## src/rtl/mem_seq_tester.sv

```systemverilog
// Self-sequencing RAM exerciser: writes N_ENTRIES generated words into an internal
// synchronous RAM, reads them back, streams them out and counts mismatches.
module mem_seq_tester #(
   parameter int DATA_W    = 8,
   parameter int ADDR_W    = 8,
   parameter int N_ENTRIES = 4,
   parameter int CNT_W     = 8
) (
   input  logic              clock,
   input  logic              reset,
   input  logic              start,
   input  logic              mode,
   input  logic [ADDR_W-1:0] base_addr,
   input  logic [ADDR_W-1:0] addr_stride,
   input  logic [DATA_W-1:0] seed,
   input  logic [DATA_W-1:0] data_step,
   input  logic              poke_we,
   input  logic [ADDR_W-1:0] poke_addr,
   input  logic [DATA_W-1:0] poke_data,
   output logic              busy,
   output logic              done,
   output logic [DATA_W-1:0] data_out,
   output logic              data_valid,
   output logic [CNT_W-1:0]  err_count,
   output logic [ADDR_W-1:0] first_err_addr
);

   localparam int IDX_W = (N_ENTRIES > 1) ? $clog2(N_ENTRIES) : 1;
   localparam logic [IDX_W-1:0] LAST_IDX = IDX_W'(N_ENTRIES - 1);
   localparam logic [CNT_W-1:0] CNT_MAX  = {CNT_W{1'b1}};

   typedef enum logic [2:0] {
      ST_IDLE  = 3'd0,
      ST_WRITE = 3'd1,
      ST_READ  = 3'd2,
      ST_DRAIN = 3'd3,
      ST_DONE  = 3'd4
   } state_t;

   state_t              state_r;
   state_t              state_next_s;
   logic                start_s;
   logic                advance_s;
   logic                rd_issue_s;
   logic                last_s;
   logic                mismatch_s;
   logic                ram_we_s;
   logic [ADDR_W-1:0]   ram_waddr_s;
   logic [DATA_W-1:0]   ram_wdata_s;

   logic [DATA_W-1:0]   ram_r [0:(1<<ADDR_W)-1];
   logic [ADDR_W-1:0]   base_r;
   logic [ADDR_W-1:0]   stride_r;
   logic [DATA_W-1:0]   seed_r;
   logic [DATA_W-1:0]   step_r;
   logic [ADDR_W-1:0]   addr_acc_r;
   logic [DATA_W-1:0]   exp_acc_r;
   logic [IDX_W-1:0]    idx_r;
   logic [DATA_W-1:0]   rd_exp_r;
   logic [ADDR_W-1:0]   rd_addr_r;
   logic                busy_r;
   logic                done_r;
   logic [DATA_W-1:0]   data_out_r;
   logic                data_valid_r;
   logic [CNT_W-1:0]    err_count_r;
   logic [ADDR_W-1:0]   first_err_addr_r;

   assign last_s     = (idx_r == LAST_IDX);
   // data_valid_r doubles as "a read return is present this cycle"
   assign mismatch_s = data_valid_r && (data_out_r != rd_exp_r);

   // Next-state and per-cycle control strobes
   always_comb begin
      state_next_s = state_r;
      start_s      = 1'b0;
      advance_s    = 1'b0;
      rd_issue_s   = 1'b0;
      ram_we_s     = 1'b0;
      ram_waddr_s  = addr_acc_r;
      ram_wdata_s  = exp_acc_r;
      case (state_r)
         ST_IDLE: begin
            if (start) begin
               start_s = 1'b1;
               if (mode) begin
                  state_next_s = ST_READ;
               end else begin
                  state_next_s = ST_WRITE;
               end
            end else if (poke_we) begin
               ram_we_s    = 1'b1;
               ram_waddr_s = poke_addr;
               ram_wdata_s = poke_data;
            end else begin
               state_next_s = ST_IDLE;
            end
         end
         ST_WRITE: begin
            ram_we_s  = 1'b1;
            advance_s = 1'b1;
            if (last_s) begin
               state_next_s = ST_READ;
            end else begin
               state_next_s = ST_WRITE;
            end
         end
         ST_READ: begin
            rd_issue_s = 1'b1;
            advance_s  = 1'b1;
            if (last_s) begin
               state_next_s = ST_DRAIN;
            end else begin
               state_next_s = ST_READ;
            end
         end
         ST_DRAIN: state_next_s = ST_DONE;
         ST_DONE:  state_next_s = ST_IDLE;
         default:  state_next_s = ST_IDLE;
      endcase
   end

   // State register with registered busy/done derived from the next state
   always_ff @(posedge clock) begin
      if (reset) begin
         state_r <= ST_IDLE;
         busy_r  <= 1'b0;
         done_r  <= 1'b0;
      end else begin
         state_r <= state_next_s;
         busy_r  <= (state_next_s != ST_IDLE);
         done_r  <= (state_next_s == ST_DONE);
      end
   end

   // RAM write port; contents survive reset but no write lands on a reset edge
   always_ff @(posedge clock) begin
      if (ram_we_s && !reset) begin
         ram_r[ram_waddr_s] <= ram_wdata_s;
      end
   end

   // Run parameters, entry accumulators, synchronous read and mismatch accounting
   always_ff @(posedge clock) begin
      if (reset) begin
         base_r           <= {ADDR_W{1'b0}};
         stride_r         <= {ADDR_W{1'b0}};
         seed_r           <= {DATA_W{1'b0}};
         step_r           <= {DATA_W{1'b0}};
         addr_acc_r       <= {ADDR_W{1'b0}};
         exp_acc_r        <= {DATA_W{1'b0}};
         idx_r            <= {IDX_W{1'b0}};
         rd_exp_r         <= {DATA_W{1'b0}};
         rd_addr_r        <= {ADDR_W{1'b0}};
         data_out_r       <= {DATA_W{1'b0}};
         data_valid_r     <= 1'b0;
         err_count_r      <= {CNT_W{1'b0}};
         first_err_addr_r <= {ADDR_W{1'b0}};
      end else begin
         data_valid_r <= rd_issue_s;
         if (rd_issue_s) begin
            data_out_r <= ram_r[addr_acc_r];
            rd_exp_r   <= exp_acc_r;
            rd_addr_r  <= addr_acc_r;
         end
         if (start_s) begin
            base_r           <= base_addr;
            stride_r         <= addr_stride;
            seed_r           <= seed;
            step_r           <= data_step;
            addr_acc_r       <= base_addr;
            exp_acc_r        <= seed;
            idx_r            <= {IDX_W{1'b0}};
            err_count_r      <= {CNT_W{1'b0}};
            first_err_addr_r <= {ADDR_W{1'b0}};
         end else begin
            // Rewind after the last entry so the read phase replays the same sequence
            if (advance_s) begin
               if (last_s) begin
                  addr_acc_r <= base_r;
                  exp_acc_r  <= seed_r;
                  idx_r      <= {IDX_W{1'b0}};
               end else begin
                  addr_acc_r <= addr_acc_r + stride_r;
                  exp_acc_r  <= exp_acc_r + step_r;
                  idx_r      <= idx_r + IDX_W'(1);
               end
            end
            if (mismatch_s) begin
               if (err_count_r == {CNT_W{1'b0}}) begin
                  first_err_addr_r <= rd_addr_r;
               end
               if (err_count_r != CNT_MAX) begin
                  err_count_r <= err_count_r + CNT_W'(1);
               end
            end
         end
      end
   end

   assign busy           = busy_r;
   assign done           = done_r;
   assign data_out       = data_out_r;
   assign data_valid     = data_valid_r;
   assign err_count      = err_count_r;
   assign first_err_addr = first_err_addr_r;

endmodule

```

## config.mk

```make
export PLATFORM = sky130hd
export DESIGN_NAME = mem_seq_tester
export DESIGN_NICKNAME = d
export VERILOG_FILES = /design/src/rtl/mem_seq_tester.sv
export SDC_FILE = /design/constraint.sdc
export NUM_CORES = 2
export LEC_CHECK = 0
export BUFFER_PORTS_ARGS = -buffer_cell sky130_fd_sc_hd__buf_4
export CAP_MARGIN = 40
export CORE_MARGIN = 2
export CORE_UTILIZATION = 50
export DETAILED_ROUTE_END_ITERATION = 6
export GPL_TIMING_DRIVEN = 0
export PLACE_DENSITY = 0.68
export SLEW_MARGIN = 20
export SYNTH_ARGS = -nofsm -noshare
export SYNTH_HDL_FRONTEND = slang
export SYNTH_SLANG_ARGS = --single-unit
```

## constraint.sdc

```tcl
create_clock -name clock -period 3.6 [get_ports clock]
set_input_delay 0 -clock clock [delete_from_list [all_inputs] [get_ports clock]]
set_output_delay 0 -clock clock [all_outputs]
set_load 0.02 [all_outputs]
```

---- Word-level counts from Yosys, hierarchy flattened ----
Memories as Yosys holds them, arrays and structs flattened. A register that Yosys moved wholly into a read port is not among the register bits.
Cells that the tools add are included.
word-level totals
  logic and storage cells ................. 66
  memories kept ........................... 1
  register bits ........................... 88
  bits in read-only memories .............. 0
  bits of input ports ..................... 53
  output and inout bits ................... 27
  RAM bits ................................ 2048
  latch bits .............................. 0
memory list
  name   depth  bits a word  read ports  clocked after Yosys merged registers in  write ports  RTL line  RTL
  ram_r  256    8            1           1                                        1            51        logic [DATA_W-1:0] ram_r [0:(1<<ADDR_W)-1];
operators by class
  muxes and demuxes ....................... 28
  equality and inequality tests ........... 7
  bitwise gates (word level) .............. 0
  multipliers ............................. 0
  add/subtract/negate cells ............... 4
  shift-type cells ........................ 0
  reduce and logical (&&, ||, !) cells .... 11
  magnitude comparators ................... 0
  div/mod/pow operators ................... 0
operator list
  kind                                                 number
  2-to-1 mux 8 bit                                     12
  adder 8 bit                                          2
  case mux 3 bit (4 select lines)                      1
  2-to-1 mux 1 bit                                     9
  adder 8 x 1 -> 8 bit, second input constant          1
  zero test 8 bit                                      1
  != test 8 bit                                        1
  != test 8 bit, second input constant                 1
  equality test 3 x 2 -> 1 bit, second input constant  2
  2-to-1 mux 2 bit                                     3
  2-to-1 mux 3 bit                                     2
  AND reduction 2 bit                                  2
  OR reduction 2 bit                                   2
  equality test 3 x 1 -> 1 bit, second input constant  1
  equality test 3 bit, second input constant           1
  zero test 3 bit                                      1
  nonzero test 3 bit                                   1
  adder 2 x 1 -> 2 bit, second input constant          1
  equality test 2 bit, second input constant           1
  logical AND 1 bit                                    2
  case mux 1 bit (2 select lines)                      1
  nonzero test 2 bit                                   1
  zero test 1 bit                                      1

---- Depth between registers and ports, before layout ----
  depth after elaboration ................. 6
  mapped depth ............................ 13
  mapped depth without buffers ............ 10

---- Least setup slack after synthesis ----
OpenSTA, ideal clock, no wires.
  kind .................................... reg-to-reg
  from .................................... reg state_r[2]
  to ...................................... mem ram_r[0][7], data pin
  period minus slack after synthesis ...... 3.675 ns
  path buffers ............................ 3
  required time ........................... 3.043 ns
  arrival time ............................ 3.118 ns
  setup slack ............................. -0.075 ns
  cell stages (with the launch flop) ...... 7
  path through ............................ dfxtp_1 > buf_2 > nor3_2 > nand3b_2 > buf_4 > buf_2 > mux2_2
between the ends
  word-level cells in the longest chain between the ends .. 2
ends and longest elaborated chain
  element                   RTL line  RTL
  start: declaration        40        state_t state_r;
  start signal: assignment  129       state_r <= state_next_s;
  zero test 3 bit           81        case (state_r)
  2-to-1 mux 8 bit          81
  named net ram_wdata_s[7]  49        logic [DATA_W-1:0] ram_wdata_s;
  end: declaration          51
The timed path passes the listed nets, and every way through them passes these cells.

---- Worst setup path in the final report ----
  from .................................... reg addr_acc_r[3]
  to ...................................... mem ram_r[228][4], enable pin
between the ends
  word-level cells in the longest chain between the ends .. 3
ends and longest elaborated chain
  element                   RTL line  RTL
  start: declaration        56        logic [ADDR_W-1:0] addr_acc_r;
  start signal: assignment  149       addr_acc_r <= {ADDR_W{1'b0}};
  start signal: assignment  170       addr_acc_r <= base_addr;
  start signal: assignment  179       addr_acc_r <= base_r;
  2-to-1 mux 8 bit          90        end else if (poke_we) begin
  2-to-1 mux 8 bit          83        if (start) begin
  2-to-1 mux 8 bit *        81
Mark *: on every way between the ends. The rest lies on a longest branch, timed or not.

==> out/qor.yml <==
status: "complete, but fails checks"
violations: "DRC, setup timing"
fin_cells: 7243
final_cell_mix: "edfxtp_1, mux4_2, buf_4"
nets: 4911
initial_core_util_pct: 50.2
drc: 1
whs_path_depth: 4
drt_first_iter_violations: 8535
slowest_stage: "dfxtp_2"
gp_congestion: 1.05
fin_crit_sh_pct: 105
min_path_type: "primary input to flip-flop"
synth_fp_nets: 4382
vias_per_cell: 6.72
arrival_ps: 4360
clkTransAtPathRegs_ps: 60
cpMostUsedCell: "buf_4"
postRouteAntennaNets: 0
clkLatencyLatePin_ps: 890
ctsHtreeMaxLevel: 4
cp_max_fo: 10
synthArstFlopShare_pct: 0
endpoint_kind: "flip-flop"
cts_tree: "built"
ys_seq_area_share_pct: 74.8
die_area_mm2: 0.173
core-area_mm2: 0.169
syn-cell-area_mm2: 0.0847
wl_per_cell_um: 39.0
area_delta_synth_final_pct: 16.9
dp_slack_ps: -1270
hold_viol_final: 0
hold_ws_ps: 58.6
cp_slowest_stage_delay_ps: 620
irDropWorstVdd_mv: 0.494
first_global_vias: 46800
root_buffer: "clkbuf_16"
worst_slack_ps: -162
gr-usage-all-layers_pct: 32.7
row_count: 151
via_count: 48700
startpoint_type: "flip-flop"
relSlewSlack_pct: 35.6
avgSynthCellArea_um2: 19.7
power.density_mw_per_mm2: 578
synth_edf_count: 2048
post-route-min-period_ps: 3760
dp_hpwl_mm: 191
place_inst: 6740
register_area_mm2: 0.0634
io_pins: 80
fillCellCount: 12100
cap_violations: 0
cts_buffer_depth: 3
synthCells: 4310
multi_input_area_mm2: 0.0211
totalWireLength_mm: 282
fin_util_pct: 58.7
clock-sinks: 2144
finClkSkew_ps: 84.5
ys_ff_latch: 2144
setup_viol: 112
overflow: 0
grt_max_degree: 129
floorplan.die.width_um: 416
grt_pass1_wl_mm: 383
yosysWarningCount: 0
cp.required_ps: 4200
die_y_um: 416
p_leak_nw: 30.8
port_buffers: 79
max_freq_ghz: 0.266
p_total_mw: 57.2
layout_commonest_cell: "edfxtp_1"
critical_path_class: "flip-flop to flip-flop"
cts_buffers: 209
cp_cell_sequence: "buf_4 > clkinv_2 > clkbuf_4 > a31oi_2 > buf_4 > nor2_1 > nand2_1 > buf_4 > nor2_1 > buf_4"
final_max_slew_viol_count: 0
worst_pin_slew_ps: 966
rr_worst_depth: 10
final_layout_size_suffix_gt1_share_pct: 30.0
synthDistinctLibCells: 78
drtPass1Iterations: 7
antenna_found_initial: 24
synth_flop_cell: "edfxtp_1"
==> kinds of logic (layout without fill, tap and decap cells) <==
logic type | after synthesis | after routing | synth area share [%]
buffers and inverters | 257 | 959 | 2.01
AOI/OAI and AO/OA | 373 | 373 | 2.84
adders and majority gates | 19 | 19 | 0.298
xor gates and xnor gates | 21 | 21 | 0.217
DFF | 2144 | 2144 | 74.8
muxes | 671 | 671 | 15.3
and+or+nand+nor | 825 | 825 | 4.43
other | 0 | 13 | 0
==> metal layers <==
metal / vias to the layer above / wire length [um] / GRT usage (%)
met2: 4034 / 122000 / 47.2
met3: 855 / 40900 / 11.5
met4: 18 / 21200 / 20.1
met5: - / 122 / 0
li1: 18700 / - / -
met1: 25100 / 97600 / 42.7
==> power breakdown <==
part	leakage [nW]	total [mW]	switching [mW]	internal, mW
Clock	3.08	20.8	9.60	11.2
Combinational	8.25	8.09	5.56	2.53
Sequential	19.5	28.4	0.113	28.3
Total	30.8	57.2	15.3	42.0
==> synth_stat cells, types with 6 or more instances <==
master / n / share of area (%)
nor2b_1: 22 / 0.16
nor4_1: 17 / 0.13
mux2i_1: 126 / 1.5
nand3_1: 42 / 0.25
buf_4: 32 / 0.28
clkbuf_1: 61 / 0.27
nor3_1: 30 / 0.18
o221ai_1: 12 / 0.12
o22ai_1: 67 / 0.49
o32ai_1: 7 / 0.072
o2111ai_1: 7 / 0.072
xnor2_1: 15 / 0.16
buf_6: 38 / 0.51
a21oi_1: 114 / 0.67
a221o_1: 8 / 0.095
buf_12: 8 / 0.19
a31oi_1: 12 / 0.089
nand2b_1: 23 / 0.17
ha_1: 17 / 0.25
and2_1: 14 / 0.10
nor3b_1: 7 / 0.062
or2_2: 20 / 0.15
a221oi_1: 14 / 0.14
edfxtp_1: 2048 / 73
o21ai_0: 49 / 0.29
nand4_1: 19 / 0.14
buf_8: 6 / 0.11
o211ai_1: 19 / 0.17
a211oi_1: 24 / 0.21
or3_1: 10 / 0.074
nor2_1: 384 / 1.7
mux4_2: 466 / 12
buf_2: 83 / 0.49
and3_1: 12 / 0.089
a22oi_1: 11 / 0.097
a21o_1: 6 / 0.053
mux2_2: 55 / 0.73
xor2_1: 6 / 0.062
inv_1: 12 / 0.053
dfxtp_1: 96 / 2.3
nand2_1: 193 / 0.85
mux4_1: 24 / 0.74
buf_1: 10 / 0.044
==> stage by stage <==
step / setup TNS, ps / instance area [um^2]
final: -5450 / 99100
after global routing: -0.0764 / 99000
after CTS: -3380 / 98600
after detailed placement: -1789300 / 89700
after global placement: -7616520 / 88100
after floorplan: -152860 / 84700
==> critical path, delay by kind of cell (launching register included) <==
family / cells / cell delay (ps)
AND/OR/NAND/NOR: 3 / 540
buffers and inverters: 6 / 1930
AO/OA/AOI/OAI: 1 / 380
flip-flops: 1 / 620
==> registers in the layout (all words and copies together), names as in the netlist <==
register        cells
base_r              8
done                1
step_r              8
state_r             3
data_out            8
stride_r            8
addr_acc_r          8
busy                1
seed_r              8
data_valid          1
rd_addr_r           8
ram_r            2048
rd_exp_r            8
exp_acc_r           8
idx_r               2
first_err_addr      8
err_count           8
==> area by class of cell <==
type                       instances  area share [%]
multi-input combinational       1909            21.3
tap                             2218            2.80
inverter                          14          0.0632
sequential                      2144            64.0
clock inverter                   122           0.976
clock buffer                     262            5.48
timing repair buffer             322            3.22
buffer                           239            2.12
antenna                           13          0.0328
==> path summary, 6_finish.rpt <==
path / start / endpoint / slack (ps)
setup / recovery: addr_acc_r[3] / ram_r[228][4] / -160
hold / removal: seed[5] / seed_r[5] / 60
hold reg to reg: rd_addr_r[0] / rd_addr_r[0] / 450
setup reg to reg: addr_acc_r[3] / ram_r[228][4] / -160
==> repair_timing <==
action / CTS / global route
buffers inserted: 14 / 4
resized for setup: 430 / 98
hold endpoints to repair: 498 / 0
hold buffers: 86 / 0
pin swaps: 15 / 5
gates cloned: 0 / 0
endpoints found under the setup margin: 2044 / 1294
No activity file was read; power rests on OpenSTA's default activity.
